## config.mk

```make
export PLATFORM = sky130hd
export DESIGN_NAME = branch_ctrl
export DESIGN_NICKNAME = d
export VERILOG_FILES = /design/src/rtl/branch_ctrl_pkg.sv /design/src/rtl/branch_comp.sv /design/src/rtl/branch_ctrl.sv
export SDC_FILE = /design/constraint.sdc
export NUM_CORES = 1
export LEC_CHECK = 0
export CAP_MARGIN = 0
export CORE_AREA = 2 2 97 99
export CTS_CLUSTER_DIAMETER = 60
export DETAILED_ROUTE_END_ITERATION = 10
export DIE_AREA = 0 0 99 101
export PLACE_DENSITY = 0.79
export SYNTH_ARGS = -nofsm -noshare
export SYNTH_HDL_FRONTEND = slang
export SYNTH_SLANG_ARGS = --single-unit
```

## constraint.sdc

```tcl
create_clock -name clk -period 3.6 [get_ports clk]
set_input_delay 0.72 -clock clk [delete_from_list [all_inputs] [get_ports clk]]
set_output_delay 0.72 -clock clk [all_outputs]
set_load 0.005 [all_outputs]
```

## src/rtl/branch_ctrl_pkg.sv

```systemverilog
// Shared encodings, FSM state type and default widths for the branch controller.
package branch_ctrl_pkg;

  localparam int DEF_REG_DATA_WIDTH       = 16;
  localparam int DEF_BRANCH_CONTROL_WIDTH = 2;
  localparam int DEF_PC_WIDTH             = 16;
  localparam int DEF_FLUSH_CYCLES         = 2;
  localparam int FLUSH_CNT_WIDTH          = 3;
  localparam int TAKEN_COUNT_WIDTH        = 16;

  localparam logic [1:0] BRANCH_NONE = 2'b00;
  localparam logic [1:0] BRANCH_EQ   = 2'b01;
  localparam logic [1:0] BRANCH_GT   = 2'b10;
  localparam logic [1:0] BRANCH_LT   = 2'b11;

  typedef enum logic [1:0] {
    ST_IDLE     = 2'd0,
    ST_EVAL     = 2'd1,
    ST_REDIRECT = 2'd2,
    ST_FLUSH    = 2'd3
  } state_e;

endpackage

```

## src/rtl/branch_comp.sv

```systemverilog
// Unsigned branch-condition evaluator; purely combinational.
module branch_comp
  import branch_ctrl_pkg::*;
#(
  parameter int REG_DATA_WIDTH       = DEF_REG_DATA_WIDTH,
  parameter int BRANCH_CONTROL_WIDTH = DEF_BRANCH_CONTROL_WIDTH
) (
  input  logic [REG_DATA_WIDTH-1:0]       data_1_i,
  input  logic [REG_DATA_WIDTH-1:0]       data_2_i,
  input  logic [BRANCH_CONTROL_WIDTH-1:0] ctrl_i,
  output logic                            taken_o
);

  always_comb begin
    taken_o = 1'b0;
    case (ctrl_i)
      BRANCH_CONTROL_WIDTH'(BRANCH_EQ): taken_o = (data_1_i == data_2_i);
      BRANCH_CONTROL_WIDTH'(BRANCH_GT): taken_o = (data_1_i >  data_2_i);
      BRANCH_CONTROL_WIDTH'(BRANCH_LT): taken_o = (data_1_i <  data_2_i);
      default:                          taken_o = 1'b0;
    endcase
  end

endmodule

```

## src/rtl/branch_ctrl.sv

```systemverilog
// Branch resolution FSM: capture, evaluate, redirect fetch, then flush for FLUSH_CYCLES.
// Optional feature macro: BRANCH_STATS_EN adds a saturating taken_count output.
module branch_ctrl
  import branch_ctrl_pkg::*;
#(
  parameter int REG_DATA_WIDTH       = DEF_REG_DATA_WIDTH,
  parameter int BRANCH_CONTROL_WIDTH = DEF_BRANCH_CONTROL_WIDTH,
  parameter int PC_WIDTH             = DEF_PC_WIDTH,
  parameter int FLUSH_CYCLES         = DEF_FLUSH_CYCLES
) (
  input  logic                            clk,
  input  logic                            rst_n,
  input  logic                            req_valid,
  output logic                            req_ready,
  input  logic [REG_DATA_WIDTH-1:0]       data_1,
  input  logic [REG_DATA_WIDTH-1:0]       data_2,
  input  logic [BRANCH_CONTROL_WIDTH-1:0] branch_control,
  input  logic [PC_WIDTH-1:0]             pc,
  input  logic [PC_WIDTH-1:0]             offset,
  output logic                            redirect_valid,
  output logic [PC_WIDTH-1:0]             redirect_pc,
  output logic                            flush,
  output logic                            busy
`ifdef BRANCH_STATS_EN
  ,
  output logic [TAKEN_COUNT_WIDTH-1:0]    taken_count
`endif
);

  state_e                          state_q, state_d;
  logic [REG_DATA_WIDTH-1:0]       data_1_q, data_2_q;
  logic [BRANCH_CONTROL_WIDTH-1:0] ctrl_q;
  logic [PC_WIDTH-1:0]             pc_q, offset_q;
  logic [PC_WIDTH-1:0]             redirect_pc_q, redirect_pc_d;
  logic [FLUSH_CNT_WIDTH-1:0]      flush_cnt_q, flush_cnt_d;
  logic                            capture;
  logic                            taken;
  logic [PC_WIDTH-1:0]             target;

  branch_comp #(
    .REG_DATA_WIDTH       (REG_DATA_WIDTH),
    .BRANCH_CONTROL_WIDTH (BRANCH_CONTROL_WIDTH)
  ) u_comp (
    .data_1_i (data_1_q),
    .data_2_i (data_2_q),
    .ctrl_i   (ctrl_q),
    .taken_o  (taken)
  );

  // Target wraps naturally at PC_WIDTH bits.
  assign target = pc_q + PC_WIDTH'(1) + offset_q;

  always_comb begin
    state_d       = state_q;
    flush_cnt_d   = flush_cnt_q;
    redirect_pc_d = redirect_pc_q;
    capture       = 1'b0;
    case (state_q)
      ST_IDLE: begin
        if (req_valid) begin
          capture = 1'b1;
          state_d = ST_EVAL;
        end
      end
      ST_EVAL: begin
        if (taken) begin
          state_d       = ST_REDIRECT;
          redirect_pc_d = target;
        end else begin
          state_d = ST_IDLE;
        end
      end
      ST_REDIRECT: begin
        state_d     = ST_FLUSH;
        flush_cnt_d = FLUSH_CNT_WIDTH'(FLUSH_CYCLES - 1);
      end
      ST_FLUSH: begin
        if (flush_cnt_q == '0) begin
          state_d = ST_IDLE;
        end else begin
          flush_cnt_d = flush_cnt_q - FLUSH_CNT_WIDTH'(1);
        end
      end
      default: state_d = ST_IDLE;
    endcase
  end

  always_ff @(posedge clk) begin
    if (!rst_n) begin
      state_q       <= ST_IDLE;
      flush_cnt_q   <= '0;
      redirect_pc_q <= '0;
      data_1_q      <= '0;
      data_2_q      <= '0;
      ctrl_q        <= '0;
      pc_q          <= '0;
      offset_q      <= '0;
    end else begin
      state_q       <= state_d;
      flush_cnt_q   <= flush_cnt_d;
      redirect_pc_q <= redirect_pc_d;
      if (capture) begin
        data_1_q <= data_1;
        data_2_q <= data_2;
        ctrl_q   <= branch_control;
        pc_q     <= pc;
        offset_q <= offset;
      end
    end
  end

  assign req_ready      = (state_q == ST_IDLE);
  assign busy           = (state_q != ST_IDLE);
  assign redirect_valid = (state_q == ST_REDIRECT);
  assign flush          = (state_q == ST_FLUSH);
  assign redirect_pc    = redirect_pc_q;

`ifdef BRANCH_STATS_EN
  logic [TAKEN_COUNT_WIDTH-1:0] taken_count_q;

  always_ff @(posedge clk) begin
    if (!rst_n) begin
      taken_count_q <= '0;
    end else if (state_q == ST_REDIRECT && taken_count_q != '1) begin
      taken_count_q <= taken_count_q + TAKEN_COUNT_WIDTH'(1);
    end
  end

  assign taken_count = taken_count_q;
`endif

endmodule

```

==> impl_metrics.json, run 1 <==
{
  "status": "complete, no violations",
  "regArea_um2": 1742,
  "worstPathMaxFanout": 3,
  "postCtsSetupBuffers": 0,
  "dp_hpwl_mm": 7.451,
  "drtIter0Drc": 146,
  "slew_headroom_pct": 20.45,
  "post_cts_resized": 0,
  "r2r_start": "offset_q[0]",
  "ys.flop_type": "dfxtp_1",
  "worstHoldPathCells": 2,
  "cts_tree": "done",
  "crit_required_ns": 3.90,
  "ys_ff_latch": 87,
  "drt-wirelength-per-cell_um": 14.02,
  "design_area_um2": 5443,
  "grt-ovfl-total": 0,
  "root_buffer": "clkbuf_8",
  "wl_mm": 10.32,
  "multi_input_area_um2": 2318,
  "n_antenna_cell": 0,
  "pre_cts_ws_ns": 1.085,
  "dr.pass1.iters": 4,
  "vdd_drop_max_mv": 0.2079,
  "syn_inst": 546,
  "die_h_um": 101,
  "skew_ns": 0.01518,
  "synthArstFlopShare_pct": 0,
  "clock_path_buffers": 2,
  "cts-buffers-inserted": 9,
  "path_clk_slew_ns": 0.09,
  "synth_cell_types": 54,
  "die_x_um": 99,
  "grt.total_usage_pct": 20.92,
  "via_count": 3935,
  "coreArea_um2": 8977,
  "place_area_um2": 5233,
  "synth_top_family_by_area": "compound AO/OA/AOI/OAI gates",
  "cts_max_level": 3,
  "synth-edff-count": 0,
  "worstPathArrival_ns": 2.81,
  "rsz0062_at_grt": "no",
  "ios": 89,
  "critical_path_class": "flip-flop to flip-flop",
  "fin_nets": 723,
  "place_inst": 720,
  "cap_violations": 0,
  "yosys.area_share.simple_pct": 19.43,
  "cellLeakagePower_nw": 2.111,
  "initial_core_util_pct": 47.85,
  "max_freq_mhz": 398.4,
  "setup_viol": 0,
  "hold_slack_ns": 0.4635,
  "ant_nets": 0,
  "endpoint_kind": "flip-flop",
  "grt_use_met1_pct": 25.55,
  "instances_no_fill": 736,
  "slew_viol_final": 0,
  "hp-start": "data_2_q[14]",
  "final.setup.tns_ns": 0,
  "period_share_pct": 69.72,
  "cts_hold_buf": 0,
  "synthAdderAreaFrac_pct": 10.08,
  "hp-class": "flip-flop to flip-flop",
  "rows": 35,
  "drive_above_1_share_pct": 6.240,
  "finalPower_mw": 2.157,
  "dieArea_um2": 9999,
  "insertion_delay_ns": 0.37,
  "grt_pass1_vias": 3816,
  "netlist_area_um2": 4295,
  "yosys_warnings": 0,
  "power.density_nw_per_um2": 396.2,
  "area_delta_synth_final_pct": 26.71,
  "reg2reg_to": "redirect_pc[12]",
  "setup_ws_ns": 1.090,
  "final_util_pct": 60.63,
  "drc": 0,
  "port_buffers": 88,
  "globalRoute.busiestLayer": "met2",
  "grt_max_degree": 67,
  "finalCriticalPeriod_ns": 2.510,
  "synthXorXnorAreaFrac_pct": 2.651,
  "hold_viol": 0,
  "holdPathEnd": "data_2_q[14]",
  "fillCellCount": 782,
  "grt_pass1_wl_mm": 16.91,
  "rrSetupSlack_ns": 1.09,
  "globalplace.congestion": 0.8938,
  "synth.avg_cell_area_um2": 7.867,
  "yosysSeqAreaShare_pct": 40.55,
  "use_met3_pct": 3.190,
  "grtUsageMet2_pct": 36.75,
  "tightest_slew_ns": 1.189,
  "antenna_found_initial": 0,
  "yosys-mux-area-fraction_pct": 0,
  "viasPerCell": 5.346,
  "r2r_cells": 11,
  "clock_sinks": 87,
  "startpoint_type": "flip-flop",
  "synth_nets": 649,
  "synth_compound_area_share_pct": 21.73
}
==> sequential cells by signal, indices dropped and copies added, names as in the netlist, named ones only <==
| register | cells |
|---|---|
| ctrl_q | 2 |
| data_1_q | 16 |
| data_2_q | 16 |
| flush_cnt_q | 3 |
| offset_q | 16 |
| pc_q | 16 |
| redirect_pc | 16 |
| state_q | 1 |
==> cell type report <==
| type | instances | share of cell area (%) |
|---|---|---|
| flip-flops and latches | 87 | 32.00 |
| clock buffers | 10 | 2.529 |
| inverters | 28 | 1.931 |
| clock inverters | 6 | 1.333 |
| multi-input cells | 403 | 42.60 |
| repair buffers | 91 | 17.06 |
| well taps | 111 | 2.552 |
==> worst max-delay path: stages (launching register included) <==
cell	delay (ns)
dfxtp_1	0.32
inv_1	0.06
ha_1	0.17
inv_1	0.06
fa_1	0.41
a21o_1	0.21
a21oi_1	0.20
o21ai_0	0.20
a311oi_1	0.36
xnor2_1	0.17
nand3_1	0.10
a21oi_1	0.17
==> worst max path at each step <==
stage / start / endpoint / slack (ns) / depth (start not counted)
after global placement: req_valid / data_2_q[15] / 1.18 / 4
after CTS: data_2_q[11] / redirect_pc[2] / 1.09 / 9
after detailed placement: req_valid / offset_q[6] / 1.08 / 4
after floorplan: pc_q[1] / redirect_pc[15] / 1.49 / 8
after global routing: data_2_q[11] / redirect_pc[2] / 0.82 / 9
final: offset_q[0] / redirect_pc[12] / 1.09 / 11
==> layout by cell type (no fill, tap or decap), drive strengths merged, types with 3 or more instances in the layout <==
cell	netlist	layout
nor3	4	4
o21ai	25	25
o21a	3	3
nor2	14	14
buf	12	3
a211oi	5	5
ha	33	33
clkbuf	16	10
a21o	3	3
xor2	3	3
nor2b	3	3
a21oi	102	102
xnor2	10	10
or2	3	3
clkdlybuf4s50	0	88
dfxtp	87	87
nand3	12	12
nand4	7	7
inv	28	32
nand2	147	147
==> cells in the mapped netlist (3+ instances only) <==
cell type / number / area, um2
a211oi_2: 3 / 37.54
a21oi_1: 101 / 505.5
buf_1: 7 / 26.28
buf_2: 3 / 15.01
clkbuf_1: 15 / 56.30
dfxtp_1: 87 / 1742
ha_1: 33 / 412.9
inv_1: 28 / 105.1
nand2_1: 147 / 551.8
nand3_1: 12 / 60.06
nand4_1: 6 / 37.54
nor2_1: 12 / 45.04
nor2b_1: 3 / 18.77
nor3_1: 4 / 20.02
o21a_1: 3 / 22.52
o21ai_0: 15 / 75.07
o21ai_1: 10 / 50.05
or2_2: 3 / 18.77
xnor2_1: 10 / 87.58
xor2_1: 3 / 26.28
==> power by group <==
part / internal (mW) / switching, mW / total (mW) / leakage [nW]
logic: 0.184 / 0.208 / 0.391 / 1.29
clock network: 0.350 / 0.373 / 0.723 / 0.104
registers: 1.01 / 0.0311 / 1.04 / 0.712
total: 1.54 / 0.612 / 2.16 / 2.11
==> cells by family (layout without fill, tap and decap cells) <==
family          Yosys count  in the layout
compound gates          158            158
xor+xnor                 13             13
fa+ha+maj                34             34
buf+inv                  56            135
flops                    87             87
simple gates            198            198
==> metal layers <==
| metal | vias to the layer above | share of wire [%] | routed length (um) |
|---|---|---|---|
| li1 | 2005 | - | - |
| met1 | 1819 | 43 | 4447 |
| met2 | 95 | 50 | 5126 |
| met3 | 16 | 5.2 | 536 |
| met4 | 0 | 2.0 | 208 |
| met5 | - | 0 | 0 |
Note: power is estimated with default switching activity, not from simulation.
==> run 2: changes to the inputs <==
Clock period 3.6 ns to 2.6 ns, I/O delays scaled along.
==> impl_metrics.json, run 2 (synthesis gave the netlist of run 1 again) <==
{
  "slew_headroom_pct": 55.59,
  "grt.total_usage_pct": 20.98,
  "n_antenna_cell": 0,
  "area_delta_synth_final_pct": 27.03,
  "drt-wirelength-per-cell_um": 14.01,
  "grt_pass1_vias": 3846,
  "drtIter0Drc": 137,
  "finalPower_mw": 2.909,
  "cts_hold_buf": 0,
  "setup_viol": 0,
  "ant_nets": 0,
  "r2r_cells": 11,
  "insertion_delay_ns": 0.37,
  "r2r_start": "offset_q[0]",
  "globalRoute.busiestLayer": "met2",
  "ios": 89,
  "clock_sinks": 87,
  "coreArea_um2": 8977,
  "reg2reg_to": "redirect_pc[12]",
  "post_cts_resized": 0,
  "globalplace.congestion": 0.8904,
  "endpoint_kind": "flip-flop",
  "grt_pass1_wl_mm": 17.04,
  "tightest_slew_ns": 0.6655,
  "drc": 0,
  "crit_end": "redirect_pc[12]",
  "cts_tree": "done",
  "mostFrequentLayoutCell": "nand2_1",
  "startpoint_type": "flip-flop",
  "path_clk_slew_ns": 0.09,
  "worstSetupStartpoint": "offset_q[0]",
  "grt-ovfl-total": 0,
  "slew_viol_final": 0,
  "cellLeakagePower_nw": 2.112,
  "grt_max_degree": 67,
  "vdd_drop_max_mv": 0.2563,
  "fillCellCount": 770,
  "status": "complete, no violations",
  "rows": 35,
  "die_h_um": 101,
  "power.density_nw_per_um2": 533.1,
  "rsz0062_at_grt": "no",
  "hold_viol": 0,
  "final_cell_mix": "nand2_1 (146), a21oi_1 (101), clkdlybuf4s50_1 (88)",
  "via_count": 3937,
  "dr.pass1.iters": 4,
  "skew_ns": 0.009425,
  "dp_hpwl_mm": 7.533,
  "clock_path_buffers": 2,
  "viasPerCell": 5.327,
  "root_buffer": "clkbuf_8",
  "port_buffers": 88,
  "cap_violations": 0,
  "rrSetupSlack_ns": 0.20,
  "drive_above_1_share_pct": 6.847,
  "dieArea_um2": 9999,
  "grtUsageMet2_pct": 36.07,
  "worstPathMaxFanout": 3,
  "postCtsSetupBuffers": 0,
  "initial_core_util_pct": 47.85,
  "fin_nets": 726,
  "period_share_pct": 92.26,
  "wl_mm": 10.36,
  "antenna_found_initial": 0,
  "use_met3_pct": 3.259,
  "hp-class": "flip-flop to flip-flop",
  "finalCriticalPeriod_ns": 2.399,
  "final.setup.tns_ns": 0,
  "critical_path_class": "flip-flop to flip-flop",
  "cts-buffers-inserted": 9,
  "cts_max_level": 3,
  "worstPathArrival_ns": 2.70,
  "max_freq_mhz": 416.9,
  "die_x_um": 99,
  "grt_use_met1_pct": 25.63,
  "crit_required_ns": 2.91
}
[run 2: cell count changes in the layout (fill, tap and decap cells not counted), sizes merged]
cell,previous run,this run
buf,3,6
clkinv,0,2
bufinv,1,0
inv,32,31
[run 2: worst min-delay path by stage]
stage	cells after the start	slack (ns)	to	from
3_5_place_dp	2	0.45	data_2_q[7]	data_2_q[7]
6_report	2	0.46	ctrl_q[1]	ctrl_q[1]
3_3_place_gp	2	0.44	data_2_q[3]	data_2_q[3]
4_1_cts	2	0.46	data_2_q[7]	data_2_q[7]
5_1_grt	2	0.48	ctrl_q[1]	ctrl_q[1]
2_1_floorplan	2	0.44	ctrl_q[1]	ctrl_q[1]
[run 2: area by class of cell]
cell class | count | area [um2] | area share [%]
Clock buffer | 10 | 137.6 | 2.522
Clock inverter | 6 | 51.30 | 0.9402
Inverter | 28 | 105.1 | 1.926
Multi-Input combinational cell | 403 | 2331 | 42.72
Sequential cell | 87 | 1742 | 31.92
Tap cell | 111 | 138.9 | 2.545
Timing Repair Buffer | 94 | 950.9 | 17.43
[run 2: metal layers]
metal / vias up / part of all wire [%]
met1: 1808 / 45
li1: 2012 / -
met3: 21 / 4.1
met5: - / 0
met2: 96 / 48
met4: 0 / 2.8
[run 2: stage by stage]
stage | worst slack, ns | hold WS [ns] | area [um2] | util [%] | instances
after floorplan | 0.4870 | 0.4363 | 4295 | - | 546
after global placement | 0.2589 | 0.4434 | 5255 | 58.54 | 723
after detailed placement | 0.1645 | 0.4469 | 5255 | 58.54 | 723
after CTS | 0.1457 | 0.4589 | 5444 | 60.64 | 739
after global routing | 0.005424 | 0.4785 | 5456 | 60.78 | 739
final | 0.2012 | 0.4602 | 5456 | 60.78 | 739
[run 2: report_power, final]
part | switching (mW) | leakage (nW) | internal (mW) | total (mW)
combinational | 0.291 | 1.31 | 0.260 | 0.551
sequential | 0.0430 | 0.712 | 1.40 | 1.44
clock | 0.528 | 0.0939 | 0.387 | 0.915
[run 2: worst max-delay path: stages (launching register included)]
cell and delay, ns:
dfxtp_1 0.33, inv_1 0.06, ha_1 0.16, inv_1 0.06, fa_1 0.41, a21o_1 0.22
a21oi_1 0.20, o21ai_0 0.19, a311oi_1 0.30, xnor2_1 0.15, nand3_1 0.09, a21oi_1 0.17
